**src/rtl/io_display_pkg.sv**
```systemverilog
// Shared definitions for the LED / 7-segment IO peripheral: register offsets,
// blank pattern and the hex-to-segment table (segments active low, bit0 = a).
package io_display_pkg;

  localparam logic [31:0] OFF_RED   = 32'h00;
  localparam logic [31:0] OFF_GREEN = 32'h04;
  localparam logic [31:0] OFF_CTRL  = 32'h08;
  localparam logic [31:0] OFF_DUTY  = 32'h0C;
  localparam logic [31:0] OFF_BLINK = 32'h10;
  localparam logic [31:0] OFF_DIGIT = 32'h20;

  localparam logic [6:0] SEG_BLANK = 7'h7f;

  function automatic logic [6:0] hex_to_seg(input logic [3:0] nib);
    logic [6:0] seg;
    case (nib)
      4'h0: seg = 7'h40;
      4'h1: seg = 7'h79;
      4'h2: seg = 7'h24;
      4'h3: seg = 7'h30;
      4'h4: seg = 7'h19;
      4'h5: seg = 7'h12;
      4'h6: seg = 7'h02;
      4'h7: seg = 7'h78;
      4'h8: seg = 7'h00;
      4'h9: seg = 7'h10;
      4'hA: seg = 7'h08;
      4'hB: seg = 7'h03;
      4'hC: seg = 7'h46;
      4'hD: seg = 7'h21;
      4'hE: seg = 7'h06;
      default: seg = 7'h0E;
    endcase
    return seg;
  endfunction

endpackage

```
**src/rtl/seg7_decoder.sv**
```systemverilog
// Combinational nibble to active-low 7-segment decoder.
module seg7_decoder
  import io_display_pkg::*;
(
  input  logic [3:0] nibble_i,
  output logic [6:0] seg_o
);

  always_comb begin
    seg_o = hex_to_seg(nibble_i);
  end

endmodule

```
**src/rtl/io_led_display.sv**
```systemverilog
// Memory-mapped LED / 7-segment output peripheral with PWM brightness and
// registered readback. Optional digit/LED blinking via IO_LED_DISPLAY_BLINK_EN.
module io_led_display
  import io_display_pkg::*;
#(
  parameter logic [31:0] BASE_ADDRESS = 32'h00,
  parameter int          RED_WIDTH    = 18,
  parameter int          GREEN_WIDTH  = 9,
  parameter int          NUM_DIGITS   = 4,
  parameter int          PWM_BITS     = 8,
  parameter int          BLINK_DIVIDE = 25000000
) (
  input  logic                    clk,
  input  logic                    reset_n,
  input  logic                    io_write_en,
  input  logic                    io_read_en,
  input  logic [31:0]             io_address,
  input  logic [31:0]             io_write_data,
  output logic [31:0]             io_read_data,
  output logic [RED_WIDTH-1:0]    red_led,
  output logic [GREEN_WIDTH-1:0]  green_led,
  output logic [NUM_DIGITS*7-1:0] hex_seg
);

  logic [31:0]             off;
  logic [RED_WIDTH-1:0]    red_q, red_d;
  logic [GREEN_WIDTH-1:0]  green_q, green_d;
  logic [NUM_DIGITS-1:0]   ctrl_q, ctrl_d;
  logic [PWM_BITS:0]       duty_q, duty_d;
  logic [PWM_BITS-1:0]     pwm_cnt_q, pwm_cnt_d;
  logic [7:0]              digit_q [NUM_DIGITS];
  logic [7:0]              digit_d [NUM_DIGITS];
  logic [31:0]             rdata_q, rdata_d;
  logic [RED_WIDTH-1:0]    red_out_q, red_out_d;
  logic [GREEN_WIDTH-1:0]  green_out_q, green_out_d;
  logic [NUM_DIGITS*7-1:0] hex_out_q, hex_out_d;
  logic [6:0]              dec_seg [NUM_DIGITS];
  logic                    pwm_on;
  logic [NUM_DIGITS-1:0]   hide_digit;
  logic                    hide_green;
  logic                    hide_red;
  logic                    unused_bits;

  assign off = io_address - BASE_ADDRESS;

  for (genvar g = 0; g < NUM_DIGITS; g++) begin : g_dec
    seg7_decoder u_dec (
      .nibble_i (digit_q[g][3:0]),
      .seg_o    (dec_seg[g])
    );
  end

`ifdef IO_LED_DISPLAY_BLINK_EN
  localparam int BW = $clog2(BLINK_DIVIDE + 1);

  logic [NUM_DIGITS+1:0] blink_mask_q, blink_mask_d;
  logic [BW-1:0]         blink_cnt_q, blink_cnt_d;
  logic                  blink_phase_q, blink_phase_d;

  always_comb begin
    blink_mask_d  = blink_mask_q;
    blink_cnt_d   = blink_cnt_q + 1'b1;
    blink_phase_d = blink_phase_q;
    if (io_write_en && off == OFF_BLINK) blink_mask_d = io_write_data[NUM_DIGITS+1:0];
    if (blink_cnt_q == BW'(BLINK_DIVIDE - 1)) begin
      blink_cnt_d   = '0;
      blink_phase_d = ~blink_phase_q;
    end
  end

  always_ff @(posedge clk) begin
    if (!reset_n) begin
      blink_mask_q  <= '0;
      blink_cnt_q   <= '0;
      blink_phase_q <= 1'b1;
    end else begin
      blink_mask_q  <= blink_mask_d;
      blink_cnt_q   <= blink_cnt_d;
      blink_phase_q <= blink_phase_d;
    end
  end

  assign hide_digit  = {NUM_DIGITS{~blink_phase_q}} & blink_mask_q[NUM_DIGITS-1:0];
  assign hide_green  = ~blink_phase_q & blink_mask_q[NUM_DIGITS];
  assign hide_red    = ~blink_phase_q & blink_mask_q[NUM_DIGITS+1];
  assign unused_bits = ^{io_read_en, io_write_data};
`else
  assign hide_digit  = '0;
  assign hide_green  = 1'b0;
  assign hide_red    = 1'b0;
  assign unused_bits = ^{io_read_en, io_write_data, 32'(BLINK_DIVIDE)};
`endif

  // Register writes and the read mux both decode the offset; the read side
  // always sees the pre-write (_q) values, so a same-cycle read returns old data.
  always_comb begin
    red_d     = red_q;
    green_d   = green_q;
    ctrl_d    = ctrl_q;
    duty_d    = duty_q;
    digit_d   = digit_q;
    pwm_cnt_d = pwm_cnt_q + 1'b1;
    if (io_write_en) begin
      case (off)
        OFF_RED:   red_d   = io_write_data[RED_WIDTH-1:0];
        OFF_GREEN: green_d = io_write_data[GREEN_WIDTH-1:0];
        OFF_CTRL:  ctrl_d  = io_write_data[NUM_DIGITS-1:0];
        OFF_DUTY:  duty_d  = io_write_data[PWM_BITS:0];
        default: ;
      endcase
      for (int unsigned i = 0; i < NUM_DIGITS; i++) begin
        if (off == OFF_DIGIT + 32'(4 * i)) digit_d[i] = io_write_data[7:0];
      end
    end

    rdata_d = '0;
    case (off)
      OFF_RED:   rdata_d = 32'(red_q);
      OFF_GREEN: rdata_d = 32'(green_q);
      OFF_CTRL:  rdata_d = 32'(ctrl_q);
      OFF_DUTY:  rdata_d = 32'(duty_q);
`ifdef IO_LED_DISPLAY_BLINK_EN
      OFF_BLINK: rdata_d = 32'(blink_mask_q);
`endif
      default: ;
    endcase
    for (int unsigned i = 0; i < NUM_DIGITS; i++) begin
      if (off == OFF_DIGIT + 32'(4 * i)) rdata_d = 32'(digit_q[i]);
    end
  end

  assign pwm_on = {1'b0, pwm_cnt_q} < duty_q;

  always_comb begin
    logic [6:0] seg;
    red_out_d   = (pwm_on && !hide_red)   ? red_q   : '0;
    green_out_d = (pwm_on && !hide_green) ? green_q : '0;
    hex_out_d   = '1;
    for (int unsigned i = 0; i < NUM_DIGITS; i++) begin
      seg = ctrl_q[i] ? dec_seg[i] : digit_q[i][6:0];
      if (digit_q[i][7] || !pwm_on || hide_digit[i]) seg = SEG_BLANK;
      hex_out_d[7*i +: 7] = seg;
    end
  end

  always_ff @(posedge clk) begin
    if (!reset_n) begin
      red_q       <= '0;
      green_q     <= '0;
      ctrl_q      <= '0;
      duty_q      <= {1'b1, {PWM_BITS{1'b0}}};
      pwm_cnt_q   <= '0;
      for (int unsigned i = 0; i < NUM_DIGITS; i++) digit_q[i] <= 8'h80;
      rdata_q     <= '0;
      red_out_q   <= '0;
      green_out_q <= '0;
      hex_out_q   <= '1;
    end else begin
      red_q       <= red_d;
      green_q     <= green_d;
      ctrl_q      <= ctrl_d;
      duty_q      <= duty_d;
      pwm_cnt_q   <= pwm_cnt_d;
      digit_q     <= digit_d;
      rdata_q     <= rdata_d;
      red_out_q   <= red_out_d;
      green_out_q <= green_out_d;
      hex_out_q   <= hex_out_d;
    end
  end

  assign io_read_data = rdata_q;
  assign red_led      = red_out_q;
  assign green_led    = green_out_q;
  assign hex_seg      = hex_out_q;

endmodule

```
**config.mk**
```make
export PLATFORM = sky130hd
export DESIGN_NAME = io_led_display
export DESIGN_NICKNAME = d
export VERILOG_FILES = /design/src/rtl/io_display_pkg.sv /design/src/rtl/seg7_decoder.sv /design/src/rtl/io_led_display.sv
export SDC_FILE = /design/constraint.sdc
export NUM_CORES = 1
export LEC_CHECK = 0
export CAP_MARGIN = 20
export CELL_PAD_IN_SITES_DETAIL_PLACEMENT = 2
export CELL_PAD_IN_SITES_GLOBAL_PLACEMENT = 2
export CORE_ASPECT_RATIO = 1.75
export CORE_MARGIN = 4
export CORE_UTILIZATION = 34
export CTS_BUF_LIST = sky130_fd_sc_hd__clkbuf_16
export DETAILED_ROUTE_END_ITERATION = 8
export GPL_TIMING_DRIVEN = 0
export MAX_ROUTING_LAYER = met4
export PLACE_DENSITY = 0.85
export SYNTH_ARGS = -nofsm -noshare
export SYNTH_HDL_FRONTEND = slang
export SYNTH_SLANG_ARGS = --single-unit
```
**constraint.sdc**
```tcl
create_clock -name clk -period 4.6 [get_ports clk]
set_clock_uncertainty 0.1 [all_clocks]
set_input_delay 0.92 -clock clk [delete_from_list [all_inputs] [get_ports clk]]
set_output_delay 0.92 -clock clk [all_outputs]
set_load 0.1 [all_outputs]
```
; ---- Word-level counts from Yosys, hierarchy flattened
; Memory sizes are Yosys's and may differ from the RTL's. A register that Yosys moved wholly into a read port is not among the register bits.
; Cells that the tools add are included.
; Widths: inputs -> output; s select.
[word_totals]
ff_bits = 153
mem_bits_ro = 448
output_inout_bits = 87
word_cells = 68
n_memories = 4
[memory_table]
columns = name, depth, word_bits, read_ports, rd_ports_with_merged_regs, write_ports, line_no
row1 = (name not given), 16, 7, 1, 1, 0, io_display_pkg.sv:16  ; case (nib)
row2 = (name not given), 16, 7, 1, 1, 0, io_display_pkg.sv:16
row3 = (name not given), 16, 7, 1, 1, 0, io_display_pkg.sv:16
row4 = (name not given), 16, 7, 1, 1, 0, io_display_pkg.sv:16
[classes]
addsub = 1
order_cmp = 1
n_eq_ne = 7
mux = 17
bitwise_logic = 1
n_reduce_logical = 20
[op_table]
columns = cell, count
row1 = $eq 32x6->1 const B, 4
row2 = $pmux 18 s4, 1
row3 = $eq 32x4->1 const B, 2
row4 = $eq 32x3->1 const B, 1
row5 = $logic_not 32->1, 1
row6 = $mux 4, 8
row7 = $mux 8, 4
row8 = $mux 7, 4
row9 = $reduce_and 2->1, 9
row10 = $lt 8x9->1, 1
row11 = $add 8x1->8 const B, 1
row12 = $reduce_or 2->1, 4
row13 = $reduce_or 5->1, 1
row14 = $logic_or 1x1->1, 4
row15 = $logic_not 1->1, 1
row16 = $not 1->1, 1

; ---- Longest topological paths before layout
; Gate-level depths: netlist of the first run.
[logic_depth]
word_depth = 6
ltp_mapped = 13

; ---- Hierarchy
; Synthesis of the first run repeated with hierarchy kept, for this count alone.
[hier_totals]
cells_unflattened = 801
area_unflattened_um2 = 7532.2
[modules_own_cells]
columns = mod, n_inst, cells_per_inst, area_per_inst_um2, seq_area_each_um2
row1 = io_led_display, 1, 670, 6434.9, 3062.9
row2 = seg7_decoder (g_dec[1].u_dec ...), 3, 32, 275.3, 0.0
row3 = seg7_decoder (g_dec[0].u_dec), 1, 35, 271.5, 0.0

; ---- Worst setup path before layout of the first run
; No wires, ideal clock.
[synth_path]
path_kind = input port to flip-flop
start = input io_address[3]
end = register g_dec[1].u_dec.seg_o[3] (netlist name)
setup_ns = 0.134
t_arrival_ns = 3.187
t_required_ns = 4.366
slack_ns = 1.179
cell_stages = 12
path_cell_list = buf_2 > nor2b_1 > clkbuf_1 > nand2_1 > or3_1 > clkbuf_1 > clkbuf_1 > nand2_1 > a21oi_1 > inv_1 > ha_1 > mux4_2
[synth_between]
elab_chain_len = 4
[synth_rtl]
columns = element, line_no
row1 = "start, declared", io_led_display.sv:17  ; input logic [31:0] io_address,
row2 = $eq 32x6->1, io_led_display.sv:112  ; if (off == OFF_DIGIT + 32'(4 * i)) digit_d[i] = io_write_data[7:0];
row3 = $reduce_and 2->1 (no source line), -
row4 = $mux 4 (no source line) (2 in series), -
; No other way between the ends.
; A chain may end at the register's enable or synchronous reset.

; ---- Worst setup path after layout of the first run
[layout_path]
start = input io_address[5]
end = register g_dec[1].u_dec.seg_o[0] (netlist name)
[layout_between]
elab_chain_len = 4
[layout_rtl]
columns = element, line_no
row1 = $eq 32x6->1, io_led_display.sv:112
row2 = $reduce_and 2->1 (no source line), -
row3 = $mux 4 (no source line) (2 in series), -
; No other way between the ends.

==> out/qor.yml, run 1 <==
status: "finished, final reports clean"
drtPass1Iterations: 5
drc: 0
ys_types: 59
gr-total-overflow: 0
synth-async-reset-ratio: 0
start_util: 0.348
yosysWarnings: 0
p_int_w: 0.00255
syn_to_final_growth_pct: 28.8
nFillCells: 2456
grt_pass1_vias: 8386
powerDensity_nw_per_um2: 331
grt.total_usage: 0.271
slew_viol_final: 0
die-area_um2: 26000
synth_area_leaders: "dfxtp_1 46%, mux2i_1 7.6%, nand2_1 5.8%"
syn_area_per_cell_um2: 9.10
placementRows: 73
final_common_cell: "dfxtp_1"
rsz0062_at_grt: "no"
synth_top_area_cell: "dfxtp_1"
seqCellArea_um2: 3620
dp_hpwl_mm: 24.5
cp-start-kind: "primary input"
place_inst: 1308
cts_setup_buffers: 0
route.met3.wl_mm: 1.47
max_stage_delay_ns: 0.63
vias: 7356
synth-edff-count: 0
finalSetupViolCount: 0
fin_crit_sh: 0.923
switchingPower_w: 0.000833
critical_path_class: "primary input to register"
cts_tree: "yes"
topRoutingLayerUsed: "met4"
synth-seq-cells: 181
cp.arrival_ns: 4.45
hold_viol: 0
fin_tns_setup_ns: 0
wl_per_cell_um: 24.9
fin_crit_ns: 4.25
cts_sinks: 181
slew_headroom: 0.312
grt_pass1_wl_mm: 50.7
share_seq_of_total_power: 0.464
ys_seq_area_frac: 0.456
p_sw_frac: 0.246
grt_max_degree: 17
antenna_found_initial: 0
globalplace.congestion: 0.856
cp_cell_sequence: "clkdlybuf4s50_1 -> nor3b_1 -> nand4_2 -> nor3_2 -> nand2_1 -> a21oi_1 -> inv_1 -> ha_1 -> o31a_1 -> mux2i_1 -> o21ai_0"
ant_nets: 0
die-width_um: 124
diodes: 0
numCtsBuffers: 17
port_buffers: 122
clkPwrFrac: 0.473
critical_path.top_delay_family: "simple AND/OR/NAND/NOR gates"
root_buffer: "clkbuf_16"
crit_fanout: 9
combPwrFrac: 0.063
fin_nets: 1128
syn_inst: 873
ir_drop_uv: 260
stdcell_count: 1341
cts_buffer_depth: 2
syn_area_um2: 7950
worst_slew_pin_slew_ns: 1.03
multi_input_area_um2: 3920
synth_ff_type: "dfxtp_1"
final_cell_mix: "181 x dfxtp_1, 122 x nand2_1, 122 x clkdlybuf4s50_1"
wl_met2_mm: 18.9
via_per_inst: 5.49
h-tree-depth: 4
synth_top_cell_area_share: 0.456
hp-class: "register to register"
clk_pin_slew_worst_paths_ns: 0.07
insertion_delay_ns: 0.46
cp-end-kind: "register"
drive_above_1_share: 0.0826
routed_wl_mm: 33.4
die_h_um: 210
coreArea_um2: 22800
pin_count: 155
cp.buffers_inverters: 2
cp_data_required_time_ns: 4.81
slowest_stage: "nor3_2"
fmax_mhz: 235
drtIter0Drc: 366
drv_cap: 0
met1Wirelength_mm: 11.0
p_leak_nw: 3.88
==> area by class of cell <==
type                    instances  area share
multi-input cells             603       0.383
clock buffers                  17      0.0416
inverters                      33      0.0121
well taps                     300      0.0367
repair buffers                123       0.120
plain buffers                  69      0.0323
flip-flops and latches        181       0.354
clock inverters                15      0.0201
==> final timing paths <==
| path | from | endpoint | slack [ns] | cells past startpoint |
|---|---|---|---|---|
| min reg2reg | pwm_cnt_q[0] | pwm_cnt_q[0] | 0.36 | 1 |
| min | pwm_cnt_q[0] | pwm_cnt_q[0] | 0.36 | 1 |
| max reg2reg | duty_q[1] | hex_seg[27] | 1.52 | 10 |
| max | io_address[5] | g_dec[1].u_dec.seg_o[0] | 0.35 | 11 |
==> power by group through the flow <==
stage	combinational, W	sequential, W	clock [W]
3_3_place_gp	0.000203	0.00161	0
5_1_grt	0.000222	0.00157	0.00169
2_1_floorplan	0.000112	0.00161	0
3_5_place_dp	0.000208	0.00161	0
6_report	0.000213	0.00157	0.00160
4_1_cts	0.000209	0.00157	0.00162
==> per-stage QoR <==
stage	hold WS [ns]	instance area (um2)	total power [W]	util	setup slack, ns
after CTS	0.367	10200	0.00340	0.448	0.270
final	0.362	10200	0.00338	0.448	0.352
after global routing	0.409	10200	0.00348	0.448	0.123
after floorplan	0.305	7990	0.00172	-	1.18
after detailed placement	0.351	9590	0.00181	0.420	-0.165
after global placement	0.330	9590	0.00181	0.420	0.00209
==> synthesized netlist by cell type (all sizes together), types with 4 or more instances <==
cell type / count
buf: 33
a31oi: 5
nand2b: 6
inv: 33
nand2: 123
nand3b: 8
clkbuf: 36
a21oi: 59
mux4: 5
o31ai: 4
a22oi: 8
and3: 37
o21ai: 31
a222oi: 4
nor3b: 7
nor3: 8
dfxtp: 181
xor2: 4
o22ai: 18
and2: 20
nor2: 54
mux2i: 60
a32o: 4
nor4: 7
nor2b: 4
nand3: 45
mux2: 8
ha: 32
==> state kept, by name, summed over array words and instances, names as in the netlist <==
register and flops:
g_dec.u_dec.seg_o 28, pwm_cnt_q 8, duty_q 9, green_q 9, red_led 18, io_read_data 18, green_led 9, ctrl_q 4
red_q 18, hex_seg 28, digit_q 32
==> routing by layer <==
layer / track usage / vias up
met5: - / -
met4: 0.155 / 0
met3: 0.0564 / 123
met2: 0.505 / 254
met1: 0.245 / 3674
li1: - / 3305
==> cell families (layout without fill, tap and decap cells) <==
family          after synthesis  in the layout  share of synthesized area
fa+ha+maj                    32             32                     0.0504
other cells                   1             14                   0.000472
mux                          73             73                      0.101
simple gates                330            330                      0.215
compound gates              148            148                      0.113
xor+xnor                      6              6                    0.00661
buf+inv                     102            257                     0.0572
flops                       181            181                      0.456
==> repair_timing <==
item / in CTS / in global routing
hold buffers: 0 / 0
endpoints found under the setup margin: 0 / 1
resized for setup: 0 / 1
(Power assumes the default switching activity.)
==> inputs of run 2 (changes only) <==
- CORE_MARGIN: 4 -> 8
==> out/qor.yml, run 2 (synthesis results as in run 1) <==
status: "finished, final reports clean"
diodes: 0  # unchanged
dp_hpwl_mm: 25.0  # +2.1%
via_per_inst: 5.41  # -1.3%
slew_viol_final: 0  # unchanged
numCtsBuffers: 17  # unchanged
finalSetupViolCount: 0  # unchanged
reg2regPathDepth: 10  # unchanged
pin_count: 155  # unchanged
largest_reg_flops: 32  # unchanged
cts-resized-gates: 0  # unchanged
slowest_stage: "nor3_1"
cp_cell_sequence: "clkdlybuf4s50_1 -> nor3b_1 -> nand4_2 -> nor3_1 -> nand2_1 -> a21oi_1 -> inv_1 -> ha_1 -> mux4_2"
hold_viol: 0  # unchanged
postCtsHoldBufs: 0  # unchanged
final_common_cell: "dfxtp_1"
drtIter0Drc: 253  # -31%
rsz0062_at_grt: "no"
fmax_mhz: 233  # -0.97%
root_buffer: "clkbuf_16"
cts_sinks: 181  # unchanged
crit_fanout: 7  # -2
r2r-start: "duty_q[1]"
critical_path.top_delay_family: "simple AND/OR/NAND/NOR gates"
fin_crit_sh: 0.932  # +0.00903
insertion_delay_ns: 0.46  # about the same
cp-start-kind: "primary input"
routed_wl_mm: 32.5  # -2.7%
syn_to_final_growth_pct: 28.2
critical_path_class: "primary input to register"
coreArea_um2: 23100  # +1.4%
drc: 0  # unchanged
powerDensity_nw_per_um2: 320  # -3.2%
antenna_found_initial: 0  # unchanged
rrSetupSlack_ns: 1.32  # -0.20 ns
hp-class: "register to register"
fin_nets: 1128  # unchanged
cp_data_required_time_ns: 4.83  # +0.02 ns
cp.arrival_ns: 4.52  # +0.07 ns
h-tree-depth: 4  # unchanged
top_register: "digit_q"
cts_setup_buffers: 0  # unchanged
die_h_um: 218  # +3.8%
drive_above_1_share: 0.0817  # -0.000961
slew_headroom: 0.293  # -0.0185
vias: 7282  # -1.0%
fin_crit_ns: 4.29  # +0.0415 ns
grt_pass1_vias: 8330  # -0.67%
drv_cap: 0  # unchanged
holdPathStages: 1  # unchanged
ir_drop_uv: 207  # -21%
cp-end-kind: "register"
worst_slew_pin_slew_ns: 1.05  # +0.0228 ns
nFillCells: 2525  # +2.8%
die-width_um: 132  # +6.5%
hold_end: "pwm_cnt_q[0]"
cp.buffers_inverters: 2  # unchanged
grt.total_usage: 0.235  # -0.0354
p_leak_nw: 3.85  # -0.70%
max_stage_delay_ns: 0.92  # +0.29 ns
clk_pin_slew_worst_paths_ns: 0.07  # about the same
placementRows: 74  # +1.4%
grt_pass1_wl_mm: 49.5  # -2.3%
cts_buffer_depth: 2  # unchanged
die-area_um2: 28700  # +11%
cts_tree: "yes"
worstHoldStart: "pwm_cnt_q[0]"
wl_per_cell_um: 24.1  # -3.0%
start_util: 0.343  # -0.00470
fin_area_um2: 10200  # -0.50%
place_area_um2: 9600  # +0.13%
drtPass1Iterations: 5  # unchanged
final_cell_mix: "181 x dfxtp_1, 122 x nand2_1, 122 x clkdlybuf4s50_1"
globalplace.congestion: 0.921  # +7.6%
gr-total-overflow: 0  # unchanged
port_buffers: 122  # unchanged
final_util: 0.440  # -0.00827
grt_max_degree: 17  # unchanged
rr_endpoint: "hex_seg[15]"
ant_nets: 0  # unchanged
[run 2: cell count changes in the layout (fill, tap and decap cells not counted), sizes merged]
cell and delta:
clkinv +3, bufinv -2, inv -1
[run 2: cell type report]
class	instances	area (um2)	area share
clock inverter	15	154	0.0151
timing repair buffer	123	1230	0.121
multi-input combinational	603	3920	0.385
sequential	181	3620	0.356
inverter	33	124	0.0122
buffer	69	330	0.0324
clock buffer	17	425	0.0418
tap	304	380	0.0374
[run 2: layer usage]
metal	vias to the layer above	share of wire	wire length, um	GRT usage
li1	3307	-	-	-
met1	3659	0.35	11200	0.210
met2	232	0.57	18500	0.458
met3	84	0.035	1130	0.0370
met4	0	0.048	1570	0.136
met5	-	0	0	-
[run 2: worst max-delay path by stage]
stage | startpoint | end | slack [ns] | cells past startpoint
3_5_place_dp | io_address[5] | g_dec[2].u_dec.seg_o[3] | -0.003 | 9
3_3_place_gp | io_address[5] | g_dec[2].u_dec.seg_o[3] | 0.08 | 9
2_1_floorplan | io_address[3] | g_dec[1].u_dec.seg_o[3] | 1.18 | 12
4_1_cts | io_address[5] | g_dec[2].u_dec.seg_o[3] | 0.38 | 9
5_1_grt | io_address[5] | g_dec[2].u_dec.seg_o[3] | 0.22 | 9
6_report | io_address[5] | g_dec[2].u_dec.seg_o[3] | 0.31 | 9
[run 2: power by group]
group          internal, W  total (W)  switching (W)
clock             0.000803    0.00148       0.000679
sequential         0.00157    0.00157     0.00000239
combinational    0.0000661   0.000208       0.000142
total              0.00244    0.00326       0.000823
[run 2: worst register-to-register path, cell delays in order (launching register included)]
cell and delay (ns):
dfxtp_1 0.44, inv_1 0.07, ha_1 0.30, a21oi_1 0.16, nor2b_1 0.07, o21ai_0 0.19
a21oi_1 0.12, o41ai_2 0.41, buf_4 0.27, clkbuf_1 0.73, nand3_1 0.24
[run 2: through the flow]
stage / setup WS, ns / hold slack, ns / TNS, ns / power, W / std cells
floorplan: 1.18 / 0.305 / 0 / 0.00172 / 886
global placement: 0.0823 / 0.327 / 0 / 0.00181 / 1312
detailed placement: -0.00350 / 0.337 / -0.00350 / 0.00181 / 1313
CTS: 0.376 / 0.356 / 0 / 0.00328 / 1345
global route: 0.224 / 0.394 / 0 / 0.00335 / 1345
finish: 0.311 / 0.347 / 0 / 0.00326 / 1345
